## config.mk

```make
export PLATFORM = sky130hd
export DESIGN_NAME = rvj1_ifu
export DESIGN_NICKNAME = d
export VERILOG_FILES = /design/src/rtl/rvj1_ifu.sv
export SDC_FILE = /design/constraint.sdc
export NUM_CORES = 1
export LEC_CHECK = 0
export BUFFER_PORTS_ARGS = -buffer_cell sky130_fd_sc_hd__buf_2
export CORE_MARGIN = 1
export CORE_UTILIZATION = 30
export DETAILED_ROUTE_END_ITERATION = 8
export PLACE_DENSITY = 0.54
export REMOVE_ABC_BUFFERS = 1
export SYNTH_ARGS = -nofsm -noshare
export SYNTH_HDL_FRONTEND = slang
export SYNTH_SLANG_ARGS = --single-unit
```

## constraint.sdc

```tcl
create_clock -name clk_i -period 4.1 [get_ports clk_i]
set_clock_uncertainty 0.15 [all_clocks]
set_input_delay 0.82 -clock clk_i [delete_from_list [all_inputs] [get_ports clk_i]]
set_output_delay 0.82 -clock clk_i [all_outputs]
set_load 0.05 [all_outputs]
```

## src/rtl/rvj1_ifu.sv

```systemverilog
// rvj1_ifu: word-aligned instruction fetch with an in-order response FIFO and redirect flush.
// Optional feature macro RVJ1_IFU_PC_OUT_EN adds instr_addr_o (PC of instr_o) via an in-flight address queue.
module rvj1_ifu #(
  parameter logic [31:0] BOOT_ADDR  = 32'h0000_0000,
  parameter int unsigned FIFO_DEPTH = 4
) (
  input  logic        clk_i,
  input  logic        rstn_i,
  input  logic [31:0] jmp_addr_i,
  input  logic        jmp_addr_valid_i,
  output logic        mem_req_o,
  output logic [31:0] mem_addr_o,
  input  logic        mem_gnt_i,
  input  logic        mem_rvalid_i,
  input  logic [31:0] mem_rdata_i,
  output logic [31:0] instr_o,
  output logic        instr_valid_o,
  input  logic        instr_ready_i
`ifdef RVJ1_IFU_PC_OUT_EN
  ,
  output logic [31:0] instr_addr_o
`endif
);

  localparam int unsigned AW = (FIFO_DEPTH > 1) ? $clog2(FIFO_DEPTH) : 1;
  localparam int unsigned CW = AW + 1;
  localparam logic [CW:0]   DEPTH_W = (CW+1)'(FIFO_DEPTH);
  localparam logic [CW-1:0] DEPTH_C = CW'(FIFO_DEPTH);
`ifdef RVJ1_IFU_PC_OUT_EN
  localparam int unsigned EW = 64;
`else
  localparam int unsigned EW = 32;
`endif

  typedef enum logic {ST_BOOT, ST_RUN} state_t;

  state_t        r_state;
  logic [31:0]   r_pc;
  logic [31:0]   r_stale_addr;
  logic          r_pend;
  logic          r_stale;
  logic [CW-1:0] r_out;
  logic [CW-1:0] r_disc;
  logic [CW-1:0] r_count;
  logic [AW-1:0] r_rd_ptr;
  logic [AW-1:0] r_wr_ptr;
  logic [EW-1:0] r_fifo [FIFO_DEPTH];

  logic          w_req;
  logic          w_gnt;
  logic          w_pend_nxt;
  logic          w_drop;
  logic          w_push;
  logic          w_pop;
  logic          w_valid;
  logic [CW:0]   w_occ;
  logic [CW-1:0] w_out_nxt;
  logic [31:0]   w_addr;
  logic [EW-1:0] w_entry;
  logic [1:0]    w_unused_jmp_lsb;

  assign w_unused_jmp_lsb = jmp_addr_i[1:0];

  assign w_occ      = {1'b0, r_count} + {1'b0, r_out};
  assign w_req      = (r_state == ST_RUN) && (r_pend || (w_occ < DEPTH_W));
  // A request left pending across a redirect keeps its pre-redirect address.
  assign w_addr     = r_stale ? r_stale_addr : r_pc;
  assign w_gnt      = w_req && mem_gnt_i;
  assign w_pend_nxt = w_req && !mem_gnt_i;
  assign w_out_nxt  = r_out + CW'(w_gnt) - CW'(mem_rvalid_i);

  assign w_valid = (r_count != '0);
  assign w_drop  = mem_rvalid_i && ((r_disc != '0) || jmp_addr_valid_i);
  assign w_push  = mem_rvalid_i && !w_drop;
  assign w_pop   = w_valid && instr_ready_i && !jmp_addr_valid_i;

  assign mem_req_o     = w_req;
  assign mem_addr_o    = w_addr;
  assign instr_valid_o = w_valid;
  assign instr_o       = w_valid ? r_fifo[r_rd_ptr][31:0] : '0;

  always_ff @(posedge clk_i or negedge rstn_i) begin
    if (!rstn_i) begin
      r_state      <= ST_BOOT;
      r_pc         <= BOOT_ADDR;
      r_stale_addr <= BOOT_ADDR;
      r_pend       <= 1'b0;
      r_stale      <= 1'b0;
      r_out        <= '0;
      r_disc       <= '0;
    end else begin
      if (r_state == ST_BOOT) r_state <= ST_RUN;
      r_pend <= w_pend_nxt;
      r_out  <= w_out_nxt;
      if (jmp_addr_valid_i) begin
        // Everything still owed by memory, including an ungranted request, is stale.
        r_pc         <= {jmp_addr_i[31:2], 2'b00};
        r_disc       <= w_out_nxt + CW'(w_pend_nxt);
        r_stale      <= w_pend_nxt;
        r_stale_addr <= w_addr;
      end else begin
        if (w_gnt) begin
          if (r_stale) r_stale <= 1'b0;
          else         r_pc    <= r_pc + 32'd4;
        end
        if (w_drop) r_disc <= r_disc - CW'(1);
      end
    end
  end

  always_ff @(posedge clk_i or negedge rstn_i) begin
    if (!rstn_i) begin
      r_count  <= '0;
      r_rd_ptr <= '0;
      r_wr_ptr <= '0;
    end else if (jmp_addr_valid_i) begin
      r_count  <= '0;
      r_rd_ptr <= '0;
      r_wr_ptr <= '0;
    end else begin
      if (w_push) r_wr_ptr <= r_wr_ptr + AW'(1);
      if (w_pop)  r_rd_ptr <= r_rd_ptr + AW'(1);
      r_count <= r_count + CW'(w_push) - CW'(w_pop);
    end
  end

  always_ff @(posedge clk_i) begin
    if (w_push) r_fifo[r_wr_ptr] <= w_entry;
  end

`ifdef RVJ1_IFU_PC_OUT_EN
  logic [31:0]   r_aq [FIFO_DEPTH];
  logic [AW-1:0] r_aq_rd;
  logic [AW-1:0] r_aq_wr;

  // The address queue is never flushed: stale responses still retire their entry.
  always_ff @(posedge clk_i or negedge rstn_i) begin
    if (!rstn_i) begin
      r_aq_rd <= '0;
      r_aq_wr <= '0;
    end else begin
      if (w_gnt)        r_aq_wr <= r_aq_wr + AW'(1);
      if (mem_rvalid_i) r_aq_rd <= r_aq_rd + AW'(1);
    end
  end

  always_ff @(posedge clk_i) begin
    if (w_gnt) r_aq[r_aq_wr] <= w_addr;
  end

  assign w_entry      = {r_aq[r_aq_rd], mem_rdata_i};
  assign instr_addr_o = w_valid ? r_fifo[r_rd_ptr][63:32] : '0;
`else
  assign w_entry = mem_rdata_i;
`endif

  a_no_overflow: assert property (@(posedge clk_i) disable iff (!rstn_i)
    !(w_push && !w_pop && (r_count == DEPTH_C)));
  a_no_spurious_rvalid: assert property (@(posedge clk_i) disable iff (!rstn_i)
    !(mem_rvalid_i && (r_out == '0)));
  a_out_bounded: assert property (@(posedge clk_i) disable iff (!rstn_i)
    (r_out <= DEPTH_C));

endmodule

```

## Yosys cells after proc, flatten, opt, wreduce, memory -nomap -nowiden

Memory sizes are Yosys's and may differ from the RTL's.
Index checks and enable logic that the tools add are counted.

| storage, ports and cells | value |
|---|---|
| flip-flop bits (word level) | 80 |
| bits in writable memories | 128 |
| input port bits | 70 |
| output and inout bits | 66 |
| memories | 1 |

Memory list:

| memory | words | width | rd ports | clocked after Yosys merged registers in | wr ports | RTL line | text |
|---|---|---|---|---|---|---|---|
| r_fifo | 4 | 32 | 1 | 0 | 1 | 47 | `logic [EW-1:0] r_fifo [FIFO_DEPTH];` |

| cells by class | value |
|---|---|
| add/subtract/negate cells | 10 |
| $lt $le $gt $ge | 1 |
| equality and inequality tests | 1 |
| multiplexer cells | 16 |
| reduce and logical (&&, ||, !) cells | 19 |

Operators by type and width:

| cell | number |
|---|---|
| two-way mux 32 bit | 5 |
| adder 32 x 3 -> 32 bit (second input constant) | 1 |
| adder 3 x 1 -> 3 bit | 3 |
| two-way mux 3 bit | 3 |
| two-way mux 2 bit | 4 |
| nonzero test 2 bit | 4 |
| logical AND 1 bit | 7 |
| nonzero test 3 bit | 2 |
| subtractor 3 x 1 -> 3 bit | 2 |
| adder 2 x 1 -> 2 bit (second input constant) | 2 |
| adder 3 x 3 -> 4 bit | 1 |
| < comparator 4 x 3 -> 1 bit (second input constant) | 1 |
| two-way mux 1 bit | 4 |
| zero test 1 bit | 3 |
| subtractor 3 x 1 -> 3 bit (second input constant) | 1 |
| logical OR 1 bit | 2 |
| != test 2 bit (second input constant) | 1 |
| AND reduction 2 bit | 1 |

## Depth between registers and ports, before layout

Gate-level depths: netlist (run 1).

| depth | value |
|---|---|
| depth in word-level cells | 9 |
| depth in mapped cells | 12 |
| depth with buffers taken out | 12 |

## Worst setup path after synthesis (run 1)

No wires, ideal clock.

| path | value |
|---|---|
| kind | register to register |
| from | register r_out[2] |
| to | register r_disc[2] |
| setup time | 0.137 ns |
| arrival time | 2.897 ns |
| setup slack | 0.916 ns |
| cell stages (with the launch flop) | 13 |
| buffers on the path | 0 |
| clock period less this slack | 3.184 ns |
| cells stage by stage | dfrtp_1 > ha_1 > nor4b_2 > a22oi_2 > inv_1 > nand2_1 > ha_1 > inv_1 > ha_1 > fa_1 > ha_1 > xnor2_1 > a21oi_1 |

| between the ends | value |
|---|---|
| word-level cells in the longest chain between the ends | 9 |
| elaborated cells on any way between the ends | 10 |
| those cells by class | 4 x add/sub; 1 x order compare; 1 x mux; 4 x reduce/logical |

RTL lines:

| what | RTL line | text |
|---|---|---|
| start, declared | 42 | `logic [CW-1:0] r_out;` |
| start signal, assigned | 94 | `r_out <= w_out_nxt;` |
| adder 3 x 3 -> 4 bit | 64 | `assign w_occ = {1'b0, r_count} + {1'b0, r_out};` |
| < comparator 4 x 3 -> 1 bit | 65 | `assign w_req = (r_state == ST_RUN) && (r_pend \|\| (w_occ < DEPTH_W));` |
| logical OR 1 bit | 65 |  |
| logical AND 1 bit | 65 |  |
| named net mem_req_o | 11 | `output logic mem_req_o,` |
| logical AND 1 bit | 68 | `assign w_gnt = w_req && mem_gnt_i;` |
| adder 3 x 1 -> 3 bit | 70 | `assign w_out_nxt = r_out + CW'(w_gnt) - CW'(mem_rvalid_i);` |
| subtractor 3 x 1 -> 3 bit | 70 |  |
| named net w_out_nxt[1] | 57 | `logic [CW-1:0] w_out_nxt;` |
| adder 3 x 1 -> 3 bit | 98 | `r_disc <= w_out_nxt + CW'(w_pend_nxt);` |
| two-way mux 3 bit | 95 | `if (jmp_addr_valid_i) begin` |
| end signal, assigned | 98 |  |
| end signal, assigned | 106 | `if (w_drop) r_disc <= r_disc - CW'(1);` |
| end, declared | 43 | `logic [CW-1:0] r_disc;` |

The timed path passes the listed nets, and every way through them passes these cells.
A chain may end at the register's enable or synchronous reset.

## Worst setup path in the final report (run 1)

| path | value |
|---|---|
| from | register r_stale |
| to | output mem_addr_o[7] |

| between the ends | value |
|---|---|
| word-level cells in the longest chain between the ends | 1 |

RTL lines:

| what | RTL line | text |
|---|---|---|
| start, declared | 41 | `logic r_stale;` |
| start signal, assigned | 99 | `r_stale <= w_pend_nxt;` |
| two-way mux 32 bit | 67 | `assign w_addr = r_stale ? r_stale_addr : r_pc;` |
| end, declared | 12 | `output logic [31:0] mem_addr_o,` |

Every way passes these cells.

==> results.sh, run 1 <==
export IMPL_grt_first_pass_wirelength_um=31400
export IMPL_async_flop_share_pct=37.9
export IMPL_htree_levels=1
export IMPL_synth_mux_area_share_pct=16.1
export IMPL_slew_limit_headroom_pct=44.7
export IMPL_drive_above_1_share_pct=37.5
export IMPL_synth_seq_area_share_pct=63.5
export IMPL_clockRootBuffer="clkbuf_16"
export IMPL_synth_top_family_by_area="multiplexers"
export IMPL_routed_via_density=4.71
export IMPL_crit_required_ns=3.13
export IMPL_netlist_area_leader_share_pct=42.1
export IMPL_synthToLayoutAreaGrowth_pct=20.3
export IMPL_wl_per_cell_um=17.2
export IMPL_vias=5409
export IMPL_min_period_ns=3.35
export IMPL_yosys_top_cells_area="edfxtp_1 42%, dfrtp_1 21%, mux2_2 7.9%"
export IMPL_syn_inst=604
export IMPL_netlist_area_sq_mm=0.00912
export IMPL_tightest_slew_ns=0.829
export IMPL_end_kind="primary output"
export IMPL_grt_overflow=0
export IMPL_grt_setup_unrepaired="no"
export IMPL_drc=0
export IMPL_fp_dieArea_sq_mm=0.0311
export IMPL_port_buffers=133
export IMPL_cts_sinks=206
export IMPL_start_util_pct=30.6
export IMPL_finalHoldViolations=0
export IMPL_die_w_um=176
export IMPL_cp_arrival_ns=2.38
export IMPL_num_fill_cells=2912
export IMPL_final_common_cell="buf_2"
export IMPL_ios=136
export IMPL_grt_usage_pct=12.9
export IMPL_power_density_mw_per_mm2=640
export IMPL_final_cell_mix="132 x buf_2, 128 x edfxtp_1, 77 x dfrtp_1"
export IMPL_min_path_type="in2async"
export IMPL_ant_nets=0
export IMPL_clock_latency_ns=0.52
export IMPL_grt_max_degree=63
export IMPL_cts_buffers=23
export IMPL_design_core_area_sq_mm=0.0298
export IMPL_synth_compound_area_share_pct=2.59
export IMPL_drt_iter0_markers=261
export IMPL_hpwl_um=12600
export IMPL_synth_flop_cell="edfxtp_1"
export IMPL_fp_dieH_um=176
export IMPL_setup_slack_ns=0.746
export IMPL_max_freq_mhz=298
export IMPL_drv_cap=0
export IMPL_fin_tns_setup_ns=0
export IMPL_antenna_found_initial=3
export IMPL_cp_max_fo=20
export IMPL_rows=63
export IMPL_drt_wl_total_um=19700
export IMPL_period_share_pct=81.8
export IMPL_yosys_area_share_adder_pct=2.50
export IMPL_ys_types=46
export IMPL_ys_ff_latch=206
export IMPL_preCtsSetupSlack_ns=0.885
export IMPL_cts_setup_buffers=0
export IMPL_drt_first_pass_iters=4
export IMPL_drv_slew=0
export IMPL_synth_simple_area_share_pct=10.3
export IMPL_cts_tree="yes"
export IMPL_clk_path_buf_depth=3
export IMPL_status="complete, no violations"
export IMPL_postCtsResizedCells=0
export IMPL_postSynthAreaPerCell_sq_um=15.1
export IMPL_path_clk_slew_ns=0.06
export IMPL_place_congestion=0.726
export IMPL_grt_pass1_vias=5640
export IMPL_synth_largest_area_cell="edfxtp_1"
export IMPL_nNetsFinal=829
export IMPL_holdBufCountCts=0
export IMPL_synth_xor_xnor_area_share_pct=2.88
export IMPL_synth_edf_count=128
export IMPL_peakVddDrop_mv=0.349
export IMPL_criticalPathCategory="reg2out"
export IMPL_worstSetupStartpointType="flop"
export IMPL_yosys_warnings=0
export IMPL_p_leak_uw=0.00415
export IMPL_setup_viol=0
-- critical path, cell delays in order, from the launching register on --
cell     delay, ns
dfrtp_1       0.82
buf_4         0.42
mux2_2        0.40
buf_2         0.22
-- worst paths after layout --
check,from,endpoint,slack (ns),depth (start not counted)
hold reg to reg,r_stale_addr[0],r_stale_addr[0],0.33,1
hold / removal,rstn_i,r_pc[22],0.26,1
max in group asynchronous,rstn_i,r_pc[9],2.78,2
min in group clk_i,r_stale_addr[0],r_stale_addr[0],0.33,1
setup / recovery,r_stale,mem_addr_o[7],0.75,3
setup reg to reg,r_out[2],r_disc[2],0.89,13
-- cells by family (layout without fill, tap and decap cells) --
family / Yosys count / after routing
flops: 206 / 206
simple gates: 163 / 163
mux: 99 / 99
buf+inv: 46 / 199
compound gates: 42 / 42
xor+xnor: 30 / 30
fa+ha+maj: 17 / 17
other cells: 1 / 3
-- final cells by class --
type / instances / area [sq um] / share of cell area [%]
Sequential cell: 206 / 5800 / 52.8
Multi-Input combinational cell: 352 / 3140 / 28.6
Timing Repair Buffer: 146 / 778 / 7.09
Clock buffer: 29 / 618 / 5.63
Tap cell: 390 / 488 / 4.45
Clock inverter: 11 / 93.8 / 0.855
Inverter: 13 / 48.8 / 0.445
Antenna cell: 2 / 5.00 / 0.0456
-- registers in the layout (all words and copies together), names as in the netlist --
name and flops:
r_rd_ptr 2, r_count 3, r_stale_addr 32, r_out 3, r_fifo 128, r_stale 1
r_state 1, r_wr_ptr 2, r_pend 1, r_disc 3, r_pc 30
-- Yosys cell counts, types with 8 or more instances --
| master | n |
|---|---|
| dfrtp_1 | 78 |
| nand3_1 | 15 |
| nor4_1 | 8 |
| and2_1 | 41 |
| nand2_1 | 31 |
| o21ai_0 | 25 |
| inv_1 | 13 |
| mux2_2 | 64 |
| a31oi_1 | 8 |
| ha_1 | 15 |
| clkbuf_1 | 20 |
| mux4_2 | 32 |
| xnor2_1 | 23 |
| edfxtp_1 | 128 |
| nor2_1 | 22 |
-- routing by layer --
layer  share of wire [%]  up-vias  global-route usage (%)
met1                  44     2694                    16.8
li1                    -     2536                       -
met4                 1.9        0                    2.87
met2                  47      151                    21.3
met3                 7.4       28                    3.64
met5                   0        -                       0
-- report_power, final --
group	internal, uW	total [uW]	switching [uW]
combinational	853	2460	1610
sequential	2440	2610	167
clock	1130	1950	817
total	4430	7020	2590
-- per-stage QoR --
step,instance area [sq um],total power (uW),std cells,utilization [%],hold WS [ns]
after floorplan,8990,4500,571,-,0.295
after global placement,10300,5140,1107,34.4,0.312
after detailed placement,10300,5150,1107,34.4,0.313
after CTS,11000,7150,1147,36.8,0.276
after global routing,11000,7400,1148,36.8,0.321
final,11000,7020,1149,36.8,0.262
Note: power is estimated with default switching activity, not from simulation.
==> run 2, diff against run 1 <==
- clock period: 4.1 -> 3.3 ns (I/O delays scaled with it)
==> results.sh, run 2 (synthesis results as in run 1) <==
export IMPL_status="complete, no violations"
export IMPL_num_fill_cells=2898
export IMPL_place_congestion=0.728
export IMPL_wl_per_cell_um=17.3
export IMPL_ios=136
export IMPL_grt_max_degree=41
export IMPL_reg_top3="r_fifo (128), r_stale_addr (32), r_pc (30)"
export IMPL_clock_latency_ns=0.51
export IMPL_regArea_sq_mm=0.00580
export IMPL_peakVddDrop_mv=0.415
export IMPL_fin_tns_setup_ns=0
export IMPL_grt_usage_pct=13.1
export IMPL_cp_arrival_ns=2.23
export IMPL_end_kind="primary output"
export IMPL_cts_buffers=24
export IMPL_min_period_ns=3.04
export IMPL_final_area_sq_mm=0.0111
export IMPL_placed_area_sq_mm=0.0103
export IMPL_drive_above_1_share_pct=37.5
export IMPL_synthToLayoutAreaGrowth_pct=21.7
export IMPL_htree_levels=1
export IMPL_drv_cap=0
export IMPL_slowest_delay_ns=0.56
export IMPL_power_density_mw_per_mm2=805
export IMPL_cts_setup_buffers=0
export IMPL_drt_first_pass_iters=4
export IMPL_grt_setup_unrepaired="no"
export IMPL_die_w_um=176
export IMPL_design_core_area_sq_mm=0.0298
export IMPL_p_total_uw=8940
export IMPL_tightest_slew_ns=0.757
export IMPL_cts_sinks=206
export IMPL_cp_top_family="multiplexers"
export IMPL_drc=0
export IMPL_clockRootBuffer="clkbuf_16"
export IMPL_crit_required_ns=2.49
export IMPL_p_leak_uw=0.00420
export IMPL_clk_path_buf_depth=3
export IMPL_fp_dieH_um=176
export IMPL_utilization_pct=37.3
export IMPL_final_cell_mix="132 x buf_2, 128 x edfxtp_1, 77 x dfrtp_1"
export IMPL_finalHoldViolations=0
export IMPL_worstSetupStartpointType="flop"
export IMPL_grt_pass1_vias=5714
export IMPL_start_util_pct=30.6
export IMPL_antenna_found_initial=4
export IMPL_rrSetupSlack_ns=0.33
export IMPL_period_share_pct=92.1
export IMPL_criticalPathCategory="reg2out"
export IMPL_drt_iter0_markers=276
export IMPL_max_freq_mhz=329
export IMPL_routed_via_density=4.70
export IMPL_nNetsFinal=835
export IMPL_worstPathCellList="buf_12 -> mux4_2 -> and2_1 -> buf_2"
export IMPL_top_register="r_fifo"
export IMPL_ant_nets=0
export IMPL_cts_tree="yes"
export IMPL_setup_viol=0
export IMPL_path_clk_slew_ns=0.06
export IMPL_cp_max_fo=30
export IMPL_hpwl_um=12700
export IMPL_drt_wl_total_um=20000
export IMPL_slew_limit_headroom_pct=49.5
export IMPL_drv_slew=0
export IMPL_cp_num_buf_inv=2
export IMPL_port_buffers=133
export IMPL_final_common_cell="buf_2"
export IMPL_fp_dieArea_sq_mm=0.0311
export IMPL_grt_overflow=0
export IMPL_grt_first_pass_wirelength_um=31900
export IMPL_multi_input_area_sq_mm=0.00314
export IMPL_rows=63
export IMPL_min_path_type="in2reg"
export IMPL_vias=5438
export IMPL_largest_reg_flops=128
export IMPL_slowest_stage="mux4_2"
run 2: cell count changes in the layout (fill, tap and decap cells not counted), sizes merged:
cell,delta
clkbuf,+1
clkinvlp,+1
buf,+4
bufinv,+2
clkinv,-1
dlygate4sd3,+1
diode,+1
run 2: layout make-up:
type | count | share of cell area, %
clock inverter | 13 | 1.39
multi-input combinational | 352 | 28.3
inverter | 13 | 0.439
antenna | 3 | 0.0676
sequential | 206 | 52.2
clock buffer | 30 | 5.61
tap | 390 | 4.39
timing repair buffer | 151 | 7.59
run 2: layer usage:
metal | part of all wire (%) | wire, um | GRT usage (%)
met1 | 45 | 8980 | 17.1
met2 | 46 | 9220 | 21.6
met3 | 7.0 | 1400 | 3.70
met4 | 2.1 | 414 | 2.95
met5 | 0.040 | 8 | 0
run 2: stage by stage:
| stage | hold slack (ns) | setup slack, ns | instances |
|---|---|---|---|
| 2_1_floorplan | 0.214 | -0.232 | 571 |
| 5_1_grt | 0.180 | 0.153 | 1156 |
| 4_1_cts | 0.177 | 0.207 | 1155 |
| 6_report | 0.206 | 0.261 | 1158 |
| 3_5_place_dp | 0.319 | 0.303 | 1111 |
| 3_3_place_gp | 0.313 | 0.361 | 1111 |
run 2: report_power, final:
part | switching, uW | internal (uW) | total [uW] | leakage (uW)
sequential | 205 | 3030 | 3240 | 0.00209
combinational | 2000 | 1070 | 3080 | 0.00174
clock | 1050 | 1580 | 2620 | 0.000369
run 2: what timing repair did:
action                                 CTS  global route
gates resized for setup                  0             0
endpoints found under the hold margin    5             0
hold buffers                             1             0
setup endpoints to repair                0             0
run 2: final timing paths:
kind,endpoint,cells past startpoint,from
worst max-delay path,instr_o[10],4,r_rd_ptr[0]
worst min-delay path,r_pc[19],3,jmp_addr_i[19]
worst max register to register,r_disc[2],12,r_out[2]
worst min register to register,r_stale_addr[1],1,r_stale_addr[1]
max in group asynchronous,r_rd_ptr[0],3,rstn_i
min in group asynchronous,r_stale_addr[22],2,rstn_i
run 2: tightest hold or removal path, cell delays in order:
cell and delay [ns]:
buf_2 0.08, nand2_1 0.04, o21ai_0 0.06
==> run 3, diff against run 2 <==
- clock period: 3.3 -> 3 ns (I/O delays scaled with it)
==> results.sh, run 3 (synthesis results as in run 1) <==
export IMPL_place_congestion=0.731
export IMPL_cts_buffers=24
export IMPL_cts_sinks=206
export IMPL_power_density_mw_per_mm2=868
export IMPL_nNetsFinal=842
export IMPL_clk_path_buf_depth=3
export IMPL_end_kind="primary output"
export IMPL_largest_reg_flops=128
export IMPL_final_cell_mix="132 x buf_2, 128 x edfxtp_1, 76 x dfrtp_1"
export IMPL_port_buffers=133
export IMPL_clock_latency_ns=0.51
export IMPL_grt_usage_pct=13.0
export IMPL_multi_input_area_sq_mm=0.00316
export IMPL_utilization_pct=37.5
export IMPL_grt_max_degree=47
export IMPL_criticalPathCategory="reg2out"
export IMPL_rows=63
export IMPL_placed_cells=1116
export IMPL_drc=0
export IMPL_ff2ff_path_depth=12
export IMPL_ios=136
export IMPL_min_to="r_pc[3]"
export IMPL_worstHoldPathCells=3
export IMPL_routed_via_density=4.66
export IMPL_worstSetupStartpointType="flop"
export IMPL_cp_arrival_ns=2.11
export IMPL_status="complete, no violations"
export IMPL_design_core_area_sq_mm=0.0298
export IMPL_num_fill_cells=2870
export IMPL_peakVddDrop_mv=0.428
export IMPL_grt_overflow=0
export IMPL_slew_limit_headroom_pct=49.5
export IMPL_period_share_pct=95.3
export IMPL_fp_dieArea_sq_mm=0.0311
export IMPL_drt_iter0_markers=317
export IMPL_tightest_slew_ns=0.757
export IMPL_finalHoldViolations=0
export IMPL_fp_dieH_um=176
export IMPL_clockRootBuffer="clkbuf_16"
export IMPL_min_path_type="in2reg"
export IMPL_grt_setup_unrepaired="no"
export IMPL_start_util_pct=30.6
export IMPL_wl_per_cell_um=17.1
export IMPL_drv_slew=0
export IMPL_max_freq_mhz=350
export IMPL_cp_max_fo=13
export IMPL_regArea_sq_mm=0.00580
export IMPL_crit_required_ns=2.25
export IMPL_rr_endpoint="r_disc[1]"
export IMPL_drt_wl_total_um=20000
export IMPL_min_period_ns=2.86
export IMPL_hp_start="jmp_addr_i[3]"
export IMPL_path_clk_slew_ns=0.06
export IMPL_crit_start="r_rd_ptr[0]"
export IMPL_vias=5439
export IMPL_drive_above_1_share_pct=38.9
export IMPL_r2r_start="r_out[2]"
export IMPL_antenna_found_initial=4
export IMPL_final_cells=1168
export IMPL_synthToLayoutAreaGrowth_pct=22.4
export IMPL_ant_nets=0
export IMPL_die_w_um=176
export IMPL_rrSetupSlack_ns=0.16
export IMPL_cts_tree="yes"
export IMPL_top_register="r_fifo"
export IMPL_hpwl_um=12800
export IMPL_htree_levels=1
export IMPL_p_total_uw=9700
export IMPL_final_common_cell="buf_2"
export IMPL_reg_top3="r_fifo (128), r_stale_addr (32), r_pc (30)"
export IMPL_grt_pass1_vias=5717
export IMPL_p_leak_uw=0.00424
export IMPL_drv_cap=0
export IMPL_drt_first_pass_iters=4
export IMPL_setup_viol=0
export IMPL_timing_hold_ws_ns=0.141
export IMPL_grt_first_pass_wirelength_um=31600
export IMPL_fin_tns_setup_ns=0
run 3: layout make-up:
class                           instances  share of cell area (%)
Sequential cell                       206                    51.9
Multi-Input combinational cell        352                    28.3
Timing Repair Buffer                  158                    8.35
Clock buffer                           34                    5.98
Tap cell                              390                    4.37
Clock inverter                          9                   0.504
Inverter                               13                   0.437
Antenna cell                            6                   0.134
run 3: what timing repair did:
| action | 4_1_cts | 5_1_grt |
|---|---|---|
| buffers inserted | 0 | 2 |
| endpoints found under the setup margin | 0 | 15 |
| resized for setup | 0 | 3 |
| hold buffers | 1 | 0 |
| hold endpoints to repair | 42 | 0 |
run 3: worst max path at each step:
| stage | to | slack (ns) | cells after the start |
|---|---|---|---|
| finish | instr_o[17] | 0.14 | 4 |
| global route | r_disc[1] | 0.01 | 12 |
| CTS | mem_addr_o[28] | 0.04 | 3 |
| detailed placement | r_disc[2] | 0.09 | 12 |
| global placement | r_disc[2] | 0.12 | 12 |
| floorplan | r_disc[2] | -0.53 | 12 |
run 3: power breakdown:
group | switching (uW) | internal [uW]
Combinational | 2240 | 1230
Clock | 1130 | 1550
Sequential | 221 | 3340
Total | 3590 | 6110
run 3: worst max-delay path, cell delays in order, from the launching register on:
cell and delay [ns]:
dfrtp_2 0.38, buf_4 0.29, mux4_2 0.53, and2_1 0.18
buf_2 0.21
run 3: layer usage:
metal,up-vias,GRT usage (%),wire length [um]
met1,2702,16.6,8970
met5,-,0,0
met2,147,21.6,9200
li1,2564,-,-
met3,26,3.81,1430
met4,0,2.87,380
run 3: stage by stage:
| stage | instance area [sq um] | setup WS (ns) |
|---|---|---|
| global placement | 10400 | 0.120 |
| finish | 11200 | 0.140 |
| global route | 11200 | 0.0104 |
| floorplan | 8990 | -0.532 |
| CTS | 11100 | 0.0422 |
| detailed placement | 10400 | 0.0916 |
